===== config.mk =====
export PLATFORM = sky130hd
export DESIGN_NAME = ps2_keycode_rx
export DESIGN_NICKNAME = d
export VERILOG_FILES = /design/src/rtl/ps2_pkg.sv /design/src/rtl/ps2_line_filter.sv /design/src/rtl/ps2_keycode_rx.sv
export SDC_FILE = /design/constraint.sdc
export NUM_CORES = 1
export LEC_CHECK = 0
export CAP_MARGIN = 40
export CORE_AREA = 2 2 83 85
export DETAILED_ROUTE_END_ITERATION = 6
export DIE_AREA = 0 0 85 87
export PLACE_DENSITY = 0.62
export SYNTH_ARGS = -nofsm -noshare
export SYNTH_HDL_FRONTEND = slang
export SYNTH_HIERARCHICAL = 1
export SYNTH_SLANG_ARGS = --single-unit

===== constraint.sdc =====
create_clock -name clk -period 3.05 [get_ports clk]
set_input_delay 0.915 -clock clk [delete_from_list [all_inputs] [get_ports clk]]
set_output_delay 0.915 -clock clk [all_outputs]
set_load 0.02 [all_outputs]

===== src/rtl/ps2_pkg.sv =====
// ps2_pkg: shared definitions for the PS/2 keyboard receive path.
//   ps2_rx_state_t  frame receiver FSM states
//   PS2_BREAK       key-release prefix byte
//   PS2_EXTENDED    extended-key prefix byte
//   PS2_FRAME_BITS  start + 8 data + parity + stop
//   odd_parity_ok() 1 when {byte, parity} holds an odd number of ones
package ps2_pkg;

  typedef enum logic [1:0] {
    IDLE   = 2'd0,
    DATA   = 2'd1,
    PARITY = 2'd2,
    STOP   = 2'd3
  } ps2_rx_state_t;

  localparam logic [7:0] PS2_BREAK      = 8'hF0;
  localparam logic [7:0] PS2_EXTENDED   = 8'hE0;
  localparam int         PS2_FRAME_BITS = 11;

  function automatic logic odd_parity_ok(input logic [7:0] b, input logic par);
    return ^{b, par};
  endfunction

endpackage


===== src/rtl/ps2_line_filter.sv =====
// ps2_line_filter: conditions the raw PS/2 clock pin.
//   A 2-FF synchroniser feeds a run-length filter: the filtered level only
//   follows the synced input after FILTER_LEN consecutive samples that all
//   disagree with the current level. Falling transitions of the filtered
//   level produce a registered one-cycle strobe.
// Ports:
//   clk  in  system clock
//   rst  in  synchronous active-high reset (filtered level returns to idle-high)
//   din  in  raw asynchronous pin, idle high
//   fe   out one-cycle strobe, filtered level went 1 -> 0
module ps2_line_filter #(
  parameter int FILTER_LEN = 8
) (
  input  logic clk,
  input  logic rst,
  input  logic din,
  output logic fe
);

  localparam int             CNT_W    = (FILTER_LEN > 1) ? $clog2(FILTER_LEN) : 1;
  localparam logic [CNT_W-1:0] CNT_LAST = CNT_W'(FILTER_LEN - 1);

  logic             sync_p0;
  logic             sync_p1;
  logic [CNT_W-1:0] run_cnt;
  logic             level;
  logic             level_p2;

  always_ff @(posedge clk) begin
    if (rst) begin
      sync_p0  <= 1'b1;
      sync_p1  <= 1'b1;
      run_cnt  <= '0;
      level    <= 1'b1;
      level_p2 <= 1'b1;
      fe       <= 1'b0;
    end else begin
      // stage p0/p1: metastability guard on the asynchronous pin
      sync_p0 <= din;
      sync_p1 <= sync_p0;

      // filter stage: any sample agreeing with the current level restarts
      // the run, so an isolated glitch shorter than FILTER_LEN never flips it
      if (sync_p1 == level) begin
        run_cnt <= '0;
      end else if (run_cnt == CNT_LAST) begin
        run_cnt <= '0;
        level   <= sync_p1;
      end else begin
        run_cnt <= run_cnt + 1'b1;
      end

      // edge stage: previous level vs current level
      level_p2 <= level;
      fe       <= level_p2 & ~level;
    end
  end

endmodule


===== src/rtl/ps2_keycode_rx.sv =====
// ps2_keycode_rx: PS/2 device-to-host frame receiver.
//   Deserialises start/D0..D7/odd-parity/stop frames clocked by the
//   keyboard, keeps the last two accepted bytes as a 16-bit keycode and
//   flags discarded frames. Break (F0) and extended (E0) prefixes are not
//   interpreted; they are shifted in like any other byte.
// Parameters:
//   FILTER_LEN      consecutive equal samples before filtered ps2_clk changes
//   TIMEOUT_CYCLES  clk cycles without a falling edge mid-frame before abort
// Ports:
//   clk       in   system clock
//   rst       in   synchronous active-high reset
//   ps2_clk   in   raw PS/2 clock pin, idle high
//   ps2_data  in   raw PS/2 data pin, idle high
//   keycode   out  [15:8] previous accepted byte, [7:0] latest accepted byte
//   ready     out  one-cycle pulse, keycode updated this cycle
//   rx_err    out  one-cycle pulse, frame discarded (framing, parity, timeout)
module ps2_keycode_rx
  import ps2_pkg::*;
#(
  parameter int FILTER_LEN     = 8,
  parameter int TIMEOUT_CYCLES = 100_000
) (
  input  logic        clk,
  input  logic        rst,
  input  logic        ps2_clk,
  input  logic        ps2_data,
  output logic [15:0] keycode,
  output logic        ready,
  output logic        rx_err
);

  localparam int               DATA_BITS = PS2_FRAME_BITS - 3;
  localparam logic [2:0]       LAST_BIT  = 3'(DATA_BITS - 1);
  localparam int               TMO_W     = $clog2(TIMEOUT_CYCLES);
  localparam logic [TMO_W-1:0] TMO_LAST  = TMO_W'(TIMEOUT_CYCLES - 1);

  // Holds at the terminal count so a stalled frame can never wrap back
  // below the abort threshold.
  function automatic logic [TMO_W-1:0] sat_inc(input logic [TMO_W-1:0] v);
    return (v == TMO_LAST) ? v : v + 1'b1;
  endfunction

  logic          fe;
  logic          data_p0;
  logic          data_p1;

  ps2_rx_state_t state,     state_nxt;
  logic [2:0]    bit_cnt,   bit_cnt_nxt;
  logic [7:0]    shift_reg, shift_nxt;
  logic          par_ok,    par_ok_nxt;
  logic [TMO_W-1:0] tmo_cnt, tmo_nxt;
  logic          accept;
  logic          err;

  // stage p0/p1: clock conditioning and data synchroniser
  ps2_line_filter #(
    .FILTER_LEN(FILTER_LEN)
  ) u_clk_filt (
    .clk (clk),
    .rst (rst),
    .din (ps2_clk),
    .fe  (fe)
  );

  // Data is only looked at on fe, long after the line settled mid-high, so
  // a plain synchroniser is enough here.
  always_ff @(posedge clk) begin
    data_p0 <= ps2_data;
    data_p1 <= data_p0;
  end

  // stage p2: frame FSM decisions taken in the fe cycle
  always_comb begin
    state_nxt   = state;
    bit_cnt_nxt = bit_cnt;
    shift_nxt   = shift_reg;
    par_ok_nxt  = par_ok;
    tmo_nxt     = tmo_cnt;
    accept      = 1'b0;
    err         = 1'b0;

    if (state == IDLE || fe) begin
      tmo_nxt = '0;
    end else begin
      tmo_nxt = sat_inc(tmo_cnt);
    end

    case (state)
      IDLE: begin
        // A high data bit on fe is line noise or a lost frame tail, not a
        // start bit; it is ignored silently.
        if (fe && !data_p1) begin
          state_nxt   = DATA;
          bit_cnt_nxt = '0;
        end
      end
      DATA: begin
        if (fe) begin
          shift_nxt[bit_cnt] = data_p1;
          bit_cnt_nxt        = bit_cnt + 3'd1;
          if (bit_cnt == LAST_BIT) begin
            state_nxt = PARITY;
          end
        end
      end
      PARITY: begin
        if (fe) begin
          par_ok_nxt = odd_parity_ok(shift_reg, data_p1);
          state_nxt  = STOP;
        end
      end
      STOP: begin
        if (fe) begin
          state_nxt = IDLE;
          if (data_p1 && par_ok) begin
            accept = 1'b1;
          end else begin
            err = 1'b1;
          end
        end
      end
      default: state_nxt = IDLE;
    endcase

    // A coincident fe has already been handled above and takes priority.
    if (state != IDLE && !fe && tmo_cnt == TMO_LAST) begin
      state_nxt = IDLE;
      err       = 1'b1;
    end
  end

  // stage p3: architectural state and output registers
  always_ff @(posedge clk) begin
    if (rst) begin
      state     <= IDLE;
      bit_cnt   <= '0;
      shift_reg <= '0;
      par_ok    <= 1'b0;
      tmo_cnt   <= '0;
      keycode   <= '0;
      ready     <= 1'b0;
      rx_err    <= 1'b0;
    end else begin
      state     <= state_nxt;
      bit_cnt   <= bit_cnt_nxt;
      shift_reg <= shift_nxt;
      par_ok    <= par_ok_nxt;
      tmo_cnt   <= tmo_nxt;
      ready     <= accept;
      rx_err    <= err;
      if (accept) begin
        keycode <= {keycode[7:0], shift_reg};
      end
    end
  end

endmodule

==> results of run 1 <==
[Yosys cell counts, drive strengths merged, types with 3 or more instances]
cell,count,area (sq um)
a21oi,33,165.2
clkbuf,11,41.29
dfxtp,59,1181
ha,9,112.6
inv,5,18.77
mux2i,5,50.05
nand2,47,176.4
nand2b,3,18.77
nand3,7,35.03
nand3b,3,22.52
nand4,8,50.05
nor2,28,105.1
nor3,4,25.02
nor4,3,25.02
o21ai,11,55.05
o31ai,3,22.52
or2,3,18.77
or3,5,32.53
or4,4,33.78
xnor2,6,52.55
xor2,7,61.31
[report_power, final]
| group | internal [mW] | leakage [nW] | switching [mW] | total, mW |
|---|---|---|---|---|
| clock network | 0.382 | 0.0998 | 0.333 | 0.715 |
| logic | 0.0444 | 0.408 | 0.0714 | 0.116 |
| registers | 0.784 | 0.476 | 0.0168 | 0.800 |
[worst max path at each step]
stage | slack (ns) | to
after global placement | 0.81 | tmo_cnt[4]$_SDFFE_PP0P_
final | 0.81 | keycode[6]
after global routing | 0.75 | keycode[7]
after detailed placement | 0.80 | tmo_cnt[4]$_SDFFE_PP0P_
after floorplan | 1.14 | tmo_cnt[0]$_SDFFE_PP0P_
after CTS | 0.79 | keycode[7]
[layer usage]
layer	part of all wire, %	vias up	track usage (%)
li1	-	1050	-
met1	51	925	17.75
met2	43	30	21.38
met3	3.7	11	3.412
met4	2.6	0	8.658
met5	0	-	0
[metrics by stage]
stage	cells	hold WS [ns]	area, sq um	total power, mW	setup WS, ns
global placement	380	0.3154	2799	0.9321	0.8085
CTS	396	0.3301	3000	1.648	0.7878
finish	396	0.3293	3000	1.631	0.8059
global route	396	0.3489	3000	1.697	0.7527
floorplan	289	0.3096	2522	0.9059	1.141
detailed placement	380	0.3143	2799	0.9345	0.8030
[logic make-up (layout without fill, tap and decap cells)]
family,Yosys count,after routing
adder cells (fa/ha/maj),9,9
multiplexers,5,5
XOR/XNOR,14,14
AND/OR/NAND/NOR,127,127
AO/OA/AOI/OAI,57,57
buffers and inverters,18,45
flip-flops,59,59
[area by class of cell]
| class | instances | area (sq um) |
|---|---|---|
| tap | 80 | 100.1 |
| clock buffer | 9 | 123.9 |
| inverter | 5 | 18.77 |
| clock inverter | 7 | 77.57 |
| multi-input combinational | 212 | 1266 |
| sequential | 59 | 1181 |
| fill | 628 | 3568 |
| timing repair buffer | 24 | 232.7 |
==> results.tsv, run 1 <==
metric	value	unit
io pins	22	
Crit path required time	2.13	ns
CP Data Arrival Time	1.33	ns
Placeable Area	0.006569	sq mm
post-CTS setup buffer count	0	
mux contribution to synthesized area	1.984	%
post-synth cell types	46	
reg2reg start	tmo_cnt[12]$_SDFFE_PP0P_	
crit path max-delay cell type	clkdlybuf4s50_1	
Antenna diodes	0	
CP max stage delay	0.62	ns
Setup violations, final	0	
layout cell share with drive strength beyond 1	8.544	%
drt via density	5.091	
Clock Pin Slew Worst Setup and Hold Paths	0.07	ns
unrepaired setup endpoints after global routing	no	
largest net degree at the start of global routing	40	
worst reg2reg path depth	5	
Post-DRT Antenna Nets	0	
Detailed Route WL	4709	um
VDD IR-drop max	303.5	uV
number of antenna violations at the first check in global routing	0	
CP Max Fanout	3	
Post-Synth Adder-Cell Area	4.464	%
worst path bufs/invs	1	
Worst-Margin Slew	0.7330	ns
status	finished clean	
first-pass GRT wire length	8231	um
Resized cells post-CTS	0	
Mapped Area	0.002522	sq mm
Highest Clock Rate	0.4456	GHz
drc violations	0	
Avg Inst Size Synth	8.728	sq um
Sum Neg Setup Slack	0	ns
PortBufs	21	
FF+latch count, synth	59	
WL/cell	11.89	um
kind of critical path	flop to output port	
Slew Limit Fails	0	
DRT Pass-1 Iters	4	
DP HPWL	3047	um
CP delay by family, top	buffers and inverters	
Synthesized Nets	302	
crit path from	keycode[6]$_SDFFE_PP0P_	
WHS Endpoint	data_p1$_DFF_P_	
clock tree sinks	59	
num rows	30	
Relative slew margins	50.99	%
Period minus WS final	2.244	ns
Placer Congestion	0.7649	
Synth Area in Simple Gates	25.60	%
Starting Density	38.40	%
Die X	85	um
number of global-route vias before repair	1871	
WHS Path Cells	0	
Tcrit/Tclk final	73.58	%
CTS tree	yes	
Worst Skew	0.009535	ns
Hold Violations, Final	0	
Cell Chain, Critical Path	clkdlybuf4s50_1	
via count	2016	
share of flip-flops with an asynchronous set or reset	0	%
GRT Total Usage	13.97	%
Root Driver	clkbuf_8	
max reg flops	17	
area grow syn2layout	18.95	%
LEAKAGE	0.9847	nW
Post-synth EDFFs	0	
die area	0.007395	sq mm
ys flop type	dfxtp_1	
CTS H-Tree Depth	3	
most common cell after layout, fill and taps aside	dfxtp_1	
min-delay worst type	flop to flop	
XOR/XNOR share of the synthesized area	5.407	%
sequential share of the synthesized area	46.83	%
Worst Hold Launch	data_p0$_DFF_P_	
global route overflow	0	
Clock Latency Late Sink	0.35	ns
R2R setup slack	1.11	ns
largest family of logic cells by synthesized area	simple AND/OR/NAND/NOR gates	
CTS Buffer Depth	2	
yosys warns	6	
CP endpoint kind	output port	
Finished Core Util	45.68	%
TritonCTS buffer count	9	
Synth Area in Compound Gates	12.75	%
Syn Inst Count	289	
nets@finish	324	
cts-stage hold buffer count	0	
Power Density	543.6	mW/mm^2
Iter 0 DRT Violations	96	
Stages on worst setup path	1	
Max-Cap Viols	0	
DIE HEIGHT	87	um
commonest cells after routing, fill and taps aside	59 x dfxtp_1, 47 x nand2_1, 33 x a21oi_1	
critical path launch point type	flop	
reg-to-reg critical path endpoint	tmo_cnt[1]$_SDFFE_PP0P_	
Power figures use the tool's default switching activity.
==> inputs of run 2 (changes only) <==
--- a/config.mk
+++ b/config.mk
@@ -9,7 +9,7 @@
 export CORE_AREA = 2 2 83 85
 export DETAILED_ROUTE_END_ITERATION = 6
 export DIE_AREA = 0 0 85 87
-export PLACE_DENSITY = 0.62
+export PLACE_DENSITY = 0.64
 export SYNTH_ARGS = -nofsm -noshare
 export SYNTH_HDL_FRONTEND = slang
 export SYNTH_HIERARCHICAL = 1
==> constraint.sdc (replaced) <==
create_clock -name clk -period 1.8 [get_ports clk]
set_input_delay 0.54 -clock clk [delete_from_list [all_inputs] [get_ports clk]]
set_output_delay 0.54 -clock clk [all_outputs]
set_load 0.02 [all_outputs]
==> results.tsv, run 2 (synthesis results as in run 1) <==
metric	value	unit	change
status	finished clean		
clock power share	46.0	%	+2.2 points
Tcrit/Tclk final	95.92	%	
LEAKAGE	1.208	nW	+23%
Clock Latency Late Sink	0.34	ns	about the same
num rows	30		unchanged
CP Data Arrival Time	1.95	ns	+0.62 ns
Finished Core Util	48.19	%	+2.5 points
post-CTS setup buffer count	0		unchanged
Clock Pin Slew Worst Setup and Hold Paths	0.07	ns	about the same
VDD IR-drop max	531.5	uV	+75%
Setup violations, final	0		unchanged
Relative slew margins	76.26	%	+25 points
DRT Pass-1 Iters	4		unchanged
CP delay by family, top	simple AND/OR/NAND/NOR gates		
final hold slack	0.3298	ns	+0.0004940 ns
Seq pwr share	46.1	%	-3.0 points
DP HPWL	3532	um	+16%
Max-Cap Viols	0		unchanged
Worst Skew	0.008718	ns	-0.0008168 ns
Placer Congestion	0.8067		+5.5%
die area	0.007395	sq mm	unchanged
DIE HEIGHT	87	um	unchanged
Pint	2.242	mW	+85%
via count	2106		+4.5%
number of global-route vias before repair	1939		+3.6%
number of antenna violations at the first check in global routing	0		unchanged
fraction of power consumed by combinational cells	7.8	%	+0.7 points
Cell Chain, Critical Path	or4bb_4, nor4_4, buf_4, mux2i_1, nor2_1		
global route overflow	0		unchanged
Worst-Margin Slew	0.3556	ns	-0.3774 ns
placed inst area	0.002927	sq mm	+4.6%
min-delay worst type	flop to flop		
layout cell share with drive strength beyond 1	15.57	%	+7.0 points
kind of critical path	flop to flop		
Antenna diodes	0		unchanged
Root Driver	clkbuf_8		
GRT Total Usage	14.91	%	+0.93 points
CP endpoint kind	flop		
Slew Limit Fails	0		unchanged
drt via density	5.087		about the same
Starting Density	38.40	%	unchanged
largest net degree at the start of global routing	25		-38%
Period minus WS final	1.726	ns	
unrepaired setup endpoints after global routing	yes		
CTS Buffer Depth	2		unchanged
Power Density	928.0	mW/mm^2	+71%
CP Max Fanout	6		+3
CP max stage delay	0.55	ns	-0.07 ns
cts-stage hold buffer count	0		unchanged
nets@finish	342		+5.6%
io pins	22		unchanged
Highest Clock Rate	0.5792	GHz	
first-pass GRT wire length	8825	um	+7.2%
Placeable Area	0.006569	sq mm	unchanged
Die X	85	um	unchanged
WL/cell	12.26	um	+3.1%
drc violations	0		unchanged
most common cell after layout, fill and taps aside	dfxtp_1		
Detailed Route WL	5076	um	+7.8%
worst path bufs/invs	1		unchanged
CTS tree	yes		
CTS H-Tree Depth	3		unchanged
clock tree sinks	59		unchanged
switching part of the total	23.68	%	-2.1 points
design area	0.003166	sq mm	+5.5%
crit path max-delay cell type	or4bb_4		
Post-DRT Antenna Nets	0		unchanged
Hold Violations, Final	0		unchanged
commonest cells after routing, fill and taps aside	55 x dfxtp_1, 47 x nand2_1, 32 x a21oi_1		
switching power	0.6956	mW	+65%
TritonCTS buffer count	9		unchanged
area grow syn2layout	25.50	%	
Iter 0 DRT Violations	100		+4.2%
Crit path required time	2.03	ns	-0.10 ns
PortBufs	21		unchanged
max reg flops	17		unchanged
critical path launch point type	flop		
[run 2: power groups by stage]
stage	Clock, mW	Combinational [mW]	Sequential (mW)
6_report	1.35	0.230	1.36
5_1_grt	1.45	0.259	1.36
4_1_cts	1.38	0.220	1.35
3_5_place_dp	0	0.219	1.38
3_3_place_gp	0	0.216	1.38
2_1_floorplan	0	0.159	1.38
[run 2: worst paths after layout]
check	start	endpoint	slack, ns	depth (start not counted)
worst max register to register	tmo_cnt[5]$_SDFFE_PP0P_	tmo_cnt[1]$_SDFFE_PP0P_	0.07	5
worst min register to register	data_p0$_DFF_P_	data_p1$_DFF_P_	0.33	0
worst max-delay path	tmo_cnt[5]$_SDFFE_PP0P_	tmo_cnt[1]$_SDFFE_PP0P_	0.07	5
worst min-delay path	data_p0$_DFF_P_	data_p1$_DFF_P_	0.33	0
[run 2: final cells by class]
class,instances,area (sq um)
Fill cell,622,3403
Multi-Input combinational cell,212,1287
Sequential cell,59,1186
Timing Repair Buffer,42,346.6
Clock buffer,10,137.6
Tap cell,80,100.1
Clock inverter,6,88.84
Inverter,5,18.77
[run 2: metal layers]
metal / part of all wire, % / GRT usage [%] / wire length (um) / up-vias
li1: - / - / - / 1089
met1: 50 / 20.16 / 2537 / 969
met2: 43 / 21.24 / 2206 / 38
met3: 4.3 / 5.592 / 217 / 10
met4: 2.3 / 6.349 / 115 / 0
met5: 0 / 0 / 0 / -
[run 2: what timing repair did]
item,4_1_cts,5_1_grt
gates cloned,0,1
resized for setup,17,10
endpoints found under the setup margin,17,8
pin swaps,0,1
[run 2: stage by stage]
step | setup TNS, ns | total power, mW | setup slack [ns] | instances
final | 0 | 2.937 | 0.07351 | 414
after global routing | -0.01212 | 3.064 | -0.01212 | 414
after CTS | 0 | 2.958 | 0.01134 | 413
after detailed placement | 0 | 1.602 | 0.06693 | 397
after global placement | 0 | 1.599 | 0.08821 | 397
after floorplan | 0 | 1.535 | 0.1272 | 289
